==> config.mk <==
export PLATFORM = sky130hd
export DESIGN_NAME = dmem_arbiter
export DESIGN_NICKNAME = d
export VERILOG_FILES = /design/src/rtl/dmem_arbiter.sv
export SDC_FILE = /design/constraint.sdc
export NUM_CORES = 1
export LEC_CHECK = 0
export CAP_MARGIN = 20
export CORE_ASPECT_RATIO = 2
export CORE_MARGIN = 10
export CORE_UTILIZATION = 33
export CTS_CLUSTER_SIZE = 16
export DETAILED_ROUTE_END_ITERATION = 8
export PLACE_DENSITY = 0.88
export SLEW_MARGIN = 20
export SYNTH_ARGS = -nofsm -noshare
export SYNTH_HDL_FRONTEND = slang
export SYNTH_SLANG_ARGS = --single-unit
==> constraint.sdc <==
create_clock -name clk -period 3.4 [get_ports clk]
set_clock_uncertainty 0.15 [all_clocks]
set_input_delay 0.51 -clock clk [delete_from_list [all_inputs] [get_ports clk]]
set_output_delay 0.51 -clock clk [all_outputs]
set_load 0.02 [all_outputs]
==> src/rtl/dmem_arbiter.sv <==
// Two-port arbiter in front of a single-port data memory: port 0 (MEM stage) has fixed
// priority, port 1 (loader/debug) is protected by an aging counter that forces a grant.
module dmem_arbiter #(
   parameter int DEPTH    = 8000,
   parameter int MAX_WAIT = 4
) (
   input  logic                             clk,
   input  logic                             rst_n,
   input  logic                             p0_req,
   input  logic                             p0_we,
   input  logic [31:0]                      p0_addr,
   input  logic [31:0]                      p0_wdata,
   output logic                             p0_gnt,
   output logic                             p0_stall,
   output logic                             p0_ack,
   output logic                             p0_err,
   output logic [31:0]                      p0_rdata,
   input  logic                             p1_req,
   input  logic                             p1_we,
   input  logic [31:0]                      p1_addr,
   input  logic [31:0]                      p1_wdata,
   output logic                             p1_gnt,
   output logic                             p1_stall,
   output logic                             p1_ack,
   output logic                             p1_err,
   output logic [31:0]                      p1_rdata,
   output logic [31:0]                      mem_addr,
   output logic [31:0]                      mem_wdata,
   output logic                             mem_read,
   output logic                             mem_write,
   input  logic [31:0]                      mem_rdata,
   output logic                             dbg_state,
   output logic [$clog2(MAX_WAIT+1)-1:0]    dbg_wait_cnt
);

   localparam int WW = $clog2(MAX_WAIT + 1);
   localparam logic [0:0] P0_PRI   = 1'b0;
   localparam logic [0:0] P1_FORCE = 1'b1;

   // Handshake: a transfer fires in any cycle with req & gnt; its ack/err/rdata are
   // presented for exactly the following cycle. Holding req is a new transaction.

   logic [0:0]    state, state_nx;
   logic [WW-1:0] wait_cnt, wait_nx;
   logic          any_gnt, sel_we, sel_bad;
   logic [31:0]   sel_addr, sel_wdata;

   function automatic logic addr_bad(input logic [31:0] a);
      return (a[1:0] != 2'b00) || (a[31:2] >= 30'(DEPTH));
   endfunction

   always_comb begin
      p0_gnt = 1'b0;
      p1_gnt = 1'b0;
      if (state == P1_FORCE) begin
         p1_gnt = p1_req;
         p0_gnt = p0_req & ~p1_req;
      end else begin
         p0_gnt = p0_req;
         p1_gnt = p1_req & ~p0_req;
      end
   end

   assign p0_stall = p0_req & ~p0_gnt;
   assign p1_stall = p1_req & ~p1_gnt;

   always_comb begin
      sel_we    = 1'b0;
      sel_addr  = '0;
      sel_wdata = '0;
      if (p0_gnt) begin
         sel_we    = p0_we;
         sel_addr  = p0_addr;
         sel_wdata = p0_wdata;
      end else if (p1_gnt) begin
         sel_we    = p1_we;
         sel_addr  = p1_addr;
         sel_wdata = p1_wdata;
      end
   end

   assign any_gnt   = p0_gnt | p1_gnt;
   assign sel_bad   = addr_bad(sel_addr);
   assign mem_addr  = sel_addr;
   assign mem_wdata = sel_wdata;
   // Strobes are gated by rst_n so nothing reaches memory while reset is held.
   assign mem_read  = rst_n & any_gnt & ~sel_we & ~sel_bad;
   assign mem_write = rst_n & any_gnt &  sel_we & ~sel_bad;

   always_comb begin
      if (!p1_req || p1_gnt)
         wait_nx = '0;
      else if (wait_cnt < WW'(MAX_WAIT))
         wait_nx = wait_cnt + WW'(1);
      else
         wait_nx = wait_cnt;
   end

   always_comb begin
      state_nx = state;
      case (state)
         P0_PRI:   if (wait_nx == WW'(MAX_WAIT)) state_nx = P1_FORCE;
         P1_FORCE: if (p1_gnt || !p1_req)        state_nx = P0_PRI;
         default:  state_nx = P0_PRI;
      endcase
   end

   always_ff @(posedge clk or negedge rst_n) begin
      if (!rst_n) begin
         state    <= P0_PRI;
         wait_cnt <= '0;
         p0_ack   <= 1'b0;
         p0_err   <= 1'b0;
         p0_rdata <= '0;
         p1_ack   <= 1'b0;
         p1_err   <= 1'b0;
         p1_rdata <= '0;
      end else begin
         state    <= state_nx;
         wait_cnt <= wait_nx;
         p0_ack   <= p0_gnt;
         p0_err   <= p0_gnt & sel_bad;
         p0_rdata <= (p0_gnt & mem_read) ? mem_rdata : '0;
         p1_ack   <= p1_gnt;
         p1_err   <= p1_gnt & sel_bad;
         p1_rdata <= (p1_gnt & mem_read) ? mem_rdata : '0;
      end
   end

   assign dbg_state    = state;
   assign dbg_wait_cnt = wait_cnt;

endmodule
Word level (Yosys, flattened, before mapping). Index checks and enable logic that the tools add are counted. Widths: inputs -> output; s select.

Bits in registers: 72. Logic and storage cells: 52.

Add/subtract/negate cells: 1. Order comparisons: 2. Equal/unequal tests: 1. Multiplexer cells: 15. Bitwise operators: 21. Reductions and logical operators: 4.

Operator list (number): $mux 32 (6); $ge 30x13->1 const B (1); $and 1x1->1 (13); $not 1->1 (7); $mux 1 (6); $mux 3 (2); $add 3x1->3 const B (1); $eq 3x3->1 const B (1); $lt 3x3->1 const B (1); $logic_or 1x1->1 (2); $pmux 1 s2 (1); $reduce_bool 2->1 (1); $logic_not 1->1 (1); $or 1x1->1 (1).

Depth between registers and ports, before layout. Gate-level depths: netlist (run 1).

Depth after elaboration: 11. Depth in mapped cells: 10. Depth with buffers taken out: 7.

Worst setup path after synthesis (run 1). Ideal clock, no wire load.

Path type: input to output. Start: input port p0_addr[26]. End: output port mem_read. Arrival time: 2062 ps. Required time: 2740 ps. Setup slack: 678 ps. Stages: 6. Path buffers: 1. Path through: or4_4 > o31ai_2 > nand4_1 > a211oi_2 > buf_6 > and3_2.

Cells in the longest elaborated chain, start to end: 5.

Ends and longest elaborated chain: from (decl) (RTL line 11) `input logic [31:0] p0_addr,`; $mux 32 (RTL line 71) `if (p0_gnt) begin`; $ge 30x13->1 (RTL line 49) `return (a[1:0] != 2'b00) || (a[31:2] >= 30'(DEPTH));`; $logic_or 1x1->1 (RTL line 49); $not 1->1 (RTL line 87) `assign mem_read = rst_n & any_gnt & ~sel_we & ~sel_bad;`; $and 1x1->1 (RTL line 87); to (decl) (RTL line 29) `output logic mem_read,`.

Every way passes these cells.

Worst setup path after layout (run 1).
Start: input port p1_addr[20]. End: output port mem_write.

Cells in the longest elaborated chain, start to end: 6.

Ends and longest elaborated chain: from (decl) (RTL line 20) `input logic [31:0] p1_addr,`; $mux 32 (RTL line 75) `end else if (p1_gnt) begin`; $mux 32 (RTL line 71); $ge 30x13->1 (RTL line 49); $logic_or 1x1->1 (RTL line 49); $not 1->1 (RTL line 88) `assign mem_write = rst_n & any_gnt & sel_we & ~sel_bad;`; $and 1x1->1 (RTL line 88); to (decl) (RTL line 30) `output logic mem_write,`.

Every way passes these cells.

==> impl_metrics.toml, run 1 <==
[status]
run_status = "completed"

[yosys]
synthMuxAreaShare = 0.003060
synth-simple-area-share = 0.1832
synth_most_common_cell = "dfrtp_1"
synth_top_family_by_area = "compound AO/OA/AOI/OAI gates"
syn_nets = 449
netlist_area_um2 = 3271
synthFlopType = "dfrtp_1"
ys_seq_area_frac = 0.5509
yosysWarningCount = 0
synth_edf_count = 0
synth_compound_area_frac = 0.1947
post_synth_fa_ha_maj_area_fraction = 0.003826
ys_top_cells_by_area = "dfrtp_1 55%, a22o_1 16%, and3_1 11%, clkbuf_1 2.1%, and3_2 1.8%"
synthDistinctLibCells = 35
async_flop_share = 1.000
synthTopCellsByCount = "72 x dfrtp_1, 59 x a22o_1, 59 x and3_1, 18 x clkbuf_1, 8 x and3_2"
yosys.area.top_type = "dfrtp_1"
avgSynthCellArea_um2 = 11.60
syn_inst = 282
synth-xor-area-share = 0.002678
ys_seq_elements = 72
synth_top_area_frac = 0.5509

[cts]
root_buffer = "clkbuf_16"
clkLatencyLatePin_ns = 0.33
cts_tree = "built"
cts.htree.levels = 3
numCtsBuffers = 9
clockBufferDepth = 2
cts_sinks = 72
path_clk_slew_ns = 0.05

[layout]
drive_above_1_share = 0.1262
fill_cells = 693
fin_area_um2 = 7046
layout.nets = 780
final_util = 0.7264
area_growth_pct = 115.4
finalNonFillerCells = 755

[die]
io_pins = 308
core_um2 = 9699
die_y_um = 160.8
die-area_um2 = 14530
rows = 51
die-width_um = 90.40
start_util = 0.3372

[worst_setup_path]
crit_required_ns = 2.74
critPathLaunchType = "input port"
critical_path_class = "input port to primary output"
endpoint_kind = "primary output"
critPathMaxFanout = 3
arrival_ns = 2.63

[global_route]
grt-ovfl-total = 0
gr-usage-all-layers = 0.2565
grt_pass1_vias = 4385
antenna_found_initial = 3
grt_max_degree = 72
grt_pass1_wl_um = 27870

[sta]
period_needed_ns = 3.293
slew_headroom = 0.4368
maxSlewViolCount = 0
worstMarginPinSlew_ns = 0.8448
rsz0062_at_grt = "false"
clock.fmax_ghz = 0.3037
fin_crit_sh = 0.9684
setup_viol = 0
hold_violations = 0

[pwr]
ir_worst_vdd_uv = 244.0
p_total_uw = 2463
power.density_nw_per_um2 = 349.6
p_leak_uw = 0.003281

[place]
finalWeightedCongestion = 0.8836
portBuffers = 307
dp_cells = 732
dpl-instance-area_um2 = 6683
hpwl_um = 16030

[routing]
detail_route.vias_per_cell = 5.293
drtIter0Drc = 190
route.met3.wl_um = 2465
wl_per_cell_um = 25.59
ant_nets = 0
wl_met1_um = 7525
firstDrtPassIters = 4
vias = 3996
drc = 0
wl_met2_um = 8889
highest_layer = "met5"
wl_um = 19320

[hold_path]
holdCritPathClass = "input port to async pin"

[flow_run]
maxCapViolations = 0
## timing repair
item                                    CTS  global route
buffers inserted                          0             1
pin swaps                                 0             1
resized for setup                         5             3
endpoints found under the setup margin    2             2
hold buffers                              1             0
endpoints found under the hold margin     1             0
## cell type report
cell class / count / area [um2] / share of cell area
diodes: 5 / 12.51 / 0.001776
flip-flops and latches: 72 / 1802 / 0.2557
well taps: 132 / 165.2 / 0.02344
inverters: 8 / 32.53 / 0.004617
multi-input cells: 174 / 1305 / 0.1852
clock inverters: 4 / 51.30 / 0.007281
repair buffers: 348 / 3411 / 0.4841
clock buffers: 12 / 266.5 / 0.03783
## power by group
group / leakage, uW / internal [uW] / switching, uW / total [uW]
Sequential: 0.000998 / 863 / 2.48 / 866
Clock: 0.000155 / 627 / 339 / 966
Combinational: 0.00213 / 359 / 272 / 631
## metrics by stage
step	setup slack [ns]	TNS, ns	hold slack [ns]
3_3_place_gp	-0.2871	-0.5686	0.1772
2_1_floorplan	0.6783	0	0.06441
5_1_grt	0.001348	0	0.3858
6_report	0.1075	0	0.3752
4_1_cts	0.01072	0	0.3706
3_5_place_dp	-0.2926	-0.5589	0.1827
## state kept, by name, summed over array words and instances, names as in the netlist
register      flops
p0_ack            1
p1_err            1
dbg_state         1
p0_rdata         32
p0_err            1
p1_rdata         32
p1_ack            1
dbg_wait_cnt      3
## cell families (layout without fill, tap and decap cells)
logic type / Yosys count / after routing
flops: 72 / 72
simple gates: 98 / 98
buf+inv: 36 / 372
other cells: 0 / 5
fa+ha+maj: 1 / 1
mux: 1 / 1
compound gates: 73 / 73
xor+xnor: 1 / 1
## worst paths after layout
| kind | from | end | slack, ns | cells past startpoint |
|---|---|---|---|---|
| setup / recovery | p1_addr[20] | mem_write | 0.11 | 8 |
| hold / removal | rst_n | p0_err | 0.38 | 2 |
| setup reg to reg | dbg_state | p1_rdata[2] | 0.78 | 8 |
| hold reg to reg | dbg_state | dbg_state | 0.38 | 1 |
| max in group asynchronous | rst_n | dbg_wait_cnt[2] | 1.66 | 3 |
| min in group clk | dbg_state | dbg_state | 0.38 | 1 |
## per-layer routing
layer / track usage / up-vias
met5: 0 / -
met3: 0.1246 / 32
met4: 0.08006 / 6
met1: 0.2987 / 1916
met2: 0.4054 / 300
li1: - / 1742
## cells in the final DEF, fill, tap and decap left out, types with 3 or more instances in the layout
master	count
diode_2	5
clkbuf_16	9
inv_1	6
a32oi_1	4
nand4_1	4
dfrtp_1	72
nor2_1	7
and3_2	8
clkdlybuf4s50_1	304
a22o_1	59
buf_12	3
clkbuf_8	3
nand2_1	6
nor4_1	5
and3_1	59
buf_4	37
## critical path, cell delays in order
cell	delay [ns]
clkdlybuf4s50_1	0.50
nor4_4	0.34
buf_4	0.15
nand4_1	0.08
a22o_2	0.25
a211oi_4	0.27
and3_2	0.23
clkdlybuf4s15_1	0.30
Note: power is estimated with default switching activity, not from simulation.
==> inputs of run 2 (changes only) <==
--- a/config.mk
+++ b/config.mk
@@ -12,6 +12,7 @@
 export CTS_CLUSTER_SIZE = 16
 export DETAILED_ROUTE_END_ITERATION = 8
 export PLACE_DENSITY = 0.88
+export SETUP_SLACK_MARGIN = 0.05
 export SLEW_MARGIN = 20
 export SYNTH_ARGS = -nofsm -noshare
 export SYNTH_HDL_FRONTEND = slang
==> run 2 against run 1 <==
Net effect:
- clock power about the same
- core utilization up 0.077 points
- sequential power about the same
- global-route usage unchanged
- cell area up 0.11%
- critical endpoint is now mem_wdata[5]
- largest power group unchanged
==> impl_metrics.toml, run 2 (synthesized netlist as in run 1, its figures left out) <==
[status]
run_status = "completed"

[worst_setup_path]
r2r-end = "p1_rdata[2]"
crit_required_ns = 2.74
critPathLaunchType = "input port"
reg2regPathDepth = 8
critPathMaxFanout = 54
timing.rr.start = "dbg_state"
r2r_setup_slack_ns = 0.81
endpoint_kind = "primary output"
critical_path_class = "input port to primary output"
arrival_ns = 2.63

[layout]
final_common_cell = "clkdlybuf4s50_1"
fill_cells = 691
final_util = 0.7272
multiInputGateArea_um2 = 1308
area_growth_pct = 115.6
drive_above_1_share = 0.1294
layout.nets = 780
fin_area_um2 = 7053
finalNonFillerCells = 751
seq_area_um2 = 1802
final_cell_mix = "301 x clkdlybuf4s50_1, 72 x dfrtp_1, 59 x a22o_1, 59 x and3_1, 37 x buf_4"

[routing]
wl_per_cell_um = 25.76
wl_um = 19350
drtIter0Drc = 222
vias = 3996
route.met3.wl_um = 2489
highest_layer = "met5"
firstDrtPassIters = 4
wl_met2_um = 8915
drc = 0
detail_route.vias_per_cell = 5.321
ant_nets = 0
wl_met1_um = 7460

[place]
hpwl_um = 16030
portBuffers = 307
dp_cells = 732
finalWeightedCongestion = 0.8836
dpl-instance-area_um2 = 6683

[cts]
cts_sinks = 72
cts_tree = "built"
root_buffer = "clkbuf_16"
clockBufferDepth = 2
path_clk_slew_ns = 0.05
clkLatencyLatePin_ns = 0.33
cts.htree.levels = 3
numCtsBuffers = 9

[sta]
period_needed_ns = 3.291
maxSlewViolCount = 0
slew_headroom = 0.4304
whs_ns = 0.3742
rsz0062_at_grt = "true"
setup_viol = 0
hold_violations = 0
worstMarginPinSlew_ns = 0.8544
clock.fmax_ghz = 0.3039
fin_crit_sh = 0.9679
fin_setup_tns_ns = 0

[die]
die-width_um = 90.40
die-area_um2 = 14530
start_util = 0.3372
io_pins = 308
die_y_um = 160.8
rows = 51
core_um2 = 9699

[global_route]
gr-usage-all-layers = 0.2565
grt_pass1_vias = 4385
grt_pass1_wl_um = 27870
grt-ovfl-total = 0
antenna_found_initial = 3
grt_max_degree = 72

[pwr]
power.density_nw_per_um2 = 348.7
p_leak_uw = 0.003316
ir_worst_vdd_uv = 243.0

[hold_path]
holdCritPathClass = "register to register"
hp-start = "dbg_state"
min_path_cells = 1
holdPathEnd = "dbg_state"

[flow_run]
maxCapViolations = 0
## run 2: critical path: stages
cell and delay [ns]:
clkdlybuf4s50_1 0.52, nand2_1 0.13, inv_4 0.12, buf_12 0.14
buf_4 0.12, buf_12 0.22, a22o_1 0.22, clkdlybuf4s50_1 0.63
## run 2: metrics by stage
| stage | power (uW) | setup slack (ns) |
|---|---|---|
| CTS | 2471 | 0.06372 |
| detailed placement | 1505 | -0.2926 |
| global placement | 1497 | -0.2871 |
| global route | 2537 | 0.02584 |
| floorplan | 1083 | 0.6783 |
| finish | 2459 | 0.1093 |
## run 2: repair_timing
item,in CTS,in global routing
pin swaps,0,1
setup endpoints to repair,2,8
gates cloned,0,0
setup buffers,0,1
hold buffers,1,0
gates resized for setup,7,6
endpoints found under the hold margin,1,0
## run 2: how the worst max path moves through the flow
stage	end	cells after the start	slack, ns	from
final	mem_wdata[5]	8	0.11	p0_req
after global routing	mem_wdata[5]	8	0.03	p0_req
after CTS	mem_read	7	0.06	p0_addr[26]
after detailed placement	mem_read	8	-0.29	p1_addr[20]
after global placement	mem_read	8	-0.29	p1_addr[20]
after floorplan	mem_read	6	0.68	p0_addr[26]
## run 2: report_power, final
group	internal, uW	switching [uW]	total (uW)
sequential	863	2.49	866
combinational	358	272	631
clock	627	336	963
## run 2: layout make-up
| cell class | count | share of cell area |
|---|---|---|
| inverters | 8 | 0.004612 |
| well taps | 132 | 0.02342 |
| diodes | 1 | 0.0003548 |
| flip-flops and latches | 72 | 0.2555 |
| multi-input cells | 174 | 0.1854 |
| clock inverters | 4 | 0.007273 |
| clock buffers | 12 | 0.03779 |
| repair buffers | 348 | 0.4857 |
## run 2: per-layer routing
metal	track usage	vias to the layer above
met4	0.08006	6
met5	0	-
met2	0.4054	314
met1	0.2987	1907
li1	-	1735
met3	0.1246	34
==> inputs of run 3 (changes only) <==
--- a/config.mk
+++ b/config.mk
@@ -11,6 +11,7 @@
 export CORE_UTILIZATION = 33
 export CTS_CLUSTER_SIZE = 16
 export DETAILED_ROUTE_END_ITERATION = 8
+export GPL_TIMING_DRIVEN = 0
 export PLACE_DENSITY = 0.88
 export SETUP_SLACK_MARGIN = 0.05
 export SLEW_MARGIN = 20
==> constraint.sdc (replaced) <==
create_clock -name clk -period 3.4 [get_ports clk]
set_clock_uncertainty 0.15 [all_clocks]
set_input_delay 0.34 -clock clk [delete_from_list [all_inputs] [get_ports clk]]
set_output_delay 0.34 -clock clk [all_outputs]
set_load 0.02 [all_outputs]
==> run 3 against run 2 <==
Net effect:
- core utilization down 2.3 points
- first-iteration DRC count down 9.5%
- via count fell by 1.6%
- sequential power hardly changed
- highest routed layer is now met4
- final cell count decreased by 1.2%
- worst setup slack improved by 0.12 ns
- register-to-register slack better by 0.09 ns
- critical path depth is 3 higher
- clock-buffer cell count stayed put
- global-route usage up 0.72 points
- worst hold slack worse by 0.060 ns
- non-clock buffer count is 10 lower
==> impl_metrics.toml, run 3 (synthesized netlist as in run 1, its figures left out) <==
[status]
run_status = "completed"

[sta]
rsz0062_at_grt = "false"
maxSlewViolCount = 0
setup_viol = 0
clock.fmax_ghz = 0.3151
period_needed_ns = 3.174
worstMarginPinSlew_ns = 0.6795
slew_headroom = 0.5460
fin_crit_sh = 0.9334
hold_violations = 0

[global_route]
gr-usage-met2 = 0.4363
grt.met3_usage = 0.1106
grt_pass1_vias = 4385
grt_pass1_wl_um = 28510
gr-usage-all-layers = 0.2638
antenna_found_initial = 0
grt-ovfl-total = 0
grt.busiest_layer = "met2"
met1_usage = 0.3037
grt_max_degree = 60

[place]
dp_cells = 722
portBuffers = 307
finalWeightedCongestion = 0.9170
hpwl_um = 16930

[cts]
numCtsBuffers = 9
cts.htree.levels = 3
cts_tree = "built"
root_buffer = "clkbuf_16"
path_clk_slew_ns = 0.06
cts_sinks = 72
clkLatencyLatePin_ns = 0.33
clockBufferDepth = 2

[die]
die-width_um = 90.40
start_util = 0.3372
io_pins = 308
die_y_um = 160.8
die-area_um2 = 14530
rows = 51
core_um2 = 9699

[pwr]
p_total_uw = 2335
p_leak_uw = 0.003151
ir_worst_vdd_uv = 293.0
power.density_nw_per_um2 = 341.8

[worst_setup_path]
critPathMaxFanout = 10
r2r-end = "p0_rdata[4]"
r2r_setup_slack_ns = 0.90
endpoint_kind = "primary output"
reg2regPathDepth = 10
arrival_ns = 2.68
timing.rr.start = "dbg_state"
critPathLaunchType = "input port"
crit_required_ns = 2.91
critical_path_class = "input port to primary output"

[hold_path]
holdCritPathClass = "input port to async pin"

[routing]
wl_um = 19840
detail_route.vias_per_cell = 5.299
vias = 3932
ant_nets = 0
wl_per_cell_um = 26.74
firstDrtPassIters = 4
drc = 0
drtIter0Drc = 201

[layout]
drive_above_1_share = 0.07730
final_common_cell = "clkdlybuf4s50_1"
final_cell_mix = "304 x clkdlybuf4s50_1, 72 x dfrtp_1, 59 x a22o_1, 59 x and3_1, 18 x clkbuf_1"
area_growth_pct = 108.9
finalNonFillerCells = 742
layout.nets = 770
fill_cells = 713

[flow_run]
maxCapViolations = 0
==> run 3: cell types whose count changed in the layout (fill, tap and decap cells not counted), moves of 3 or more <==
cell,change
buf_4,-35
buf_8,+3
clkbuf_1,+18
clkbuf_2,+8
buf_12,-3
clkdlybuf4s50_1,+3
dlymetal6s2s_1,-3
==> run 3: power breakdown <==
part / switching (uW) / internal (uW) / leakage, uW
clock network: 342 / 515 / 0.000133
logic: 271 / 342 / 0.00202
registers: 2.65 / 863 / 0.000998
==> run 3: worst max path at each step <==
| stage | start | to | slack (ns) | cells past startpoint |
|---|---|---|---|---|
| 6_report | p1_req | mem_write | 0.23 | 11 |
| 5_1_grt | p1_req | mem_write | 0.12 | 11 |
| 4_1_cts | p1_req | mem_write | 0.1 | 11 |
| 3_5_place_dp | p1_req | mem_write | -0.38 | 11 |
| 3_3_place_gp | rst_n | mem_write | -1.23 | 3 |
| 2_1_floorplan | dbg_state | mem_read | 1.0 | 9 |
==> run 3: metrics by stage <==
stage	utilization	cell area (um2)	hold slack, ns	setup WS [ns]	setup TNS, ns
floorplan	-	3271	-0.1056	0.9989	0
finish	0.7045	6833	0.3140	0.2264	0
global placement	0.6711	6509	0.3735	-1.228	-84.87
detailed placement	0.6736	6534	0.07782	-0.3795	-0.8220
CTS	0.7046	6834	0.3071	0.09556	0
global route	0.7039	6828	0.3304	0.1198	0
==> run 3: repair_timing <==
action | CTS | global route
setup buffers | 1 | 0
pin swaps | 2 | 1
resized for setup | 4 | 6
setup endpoints to repair | 11 | 10
endpoints found under the hold margin | 17 | 0
hold buffers | 1 | 0
==> run 3: routing by layer <==
metal / vias to the layer above / wire [um]
li1: 1710 / -
met1: 1885 / 7532
met2: 313 / 9386
met3: 24 / 2571
met4: 0 / 346
met5: - / 0
==> run 3: final cells by class <==
cell class | count | area, um2 | share of cell area
clock inverter | 4 | 30.03 | 0.004395
tap | 132 | 165.2 | 0.02417
timing repair buffer | 310 | 3105 | 0.4545
sequential | 72 | 1802 | 0.2637
inverter | 8 | 32.53 | 0.004761
multi-input combinational | 174 | 1275 | 0.1866
buffer | 28 | 171.4 | 0.02509
antenna | 2 | 5.005 | 0.0007325
clock buffer | 12 | 246.5 | 0.03607
==> run 3: worst max-delay path, cell delays in order <==
cell and delay (ns):
clkdlybuf4s50_1 0.52, nand2_1 0.07, nand2_1 0.18, inv_4 0.09
buf_8 0.15, a32oi_1 0.25, nand4_1 0.25, a211oi_4 0.26
buf_6 0.18, and3_2 0.20, clkbuf_2 0.19
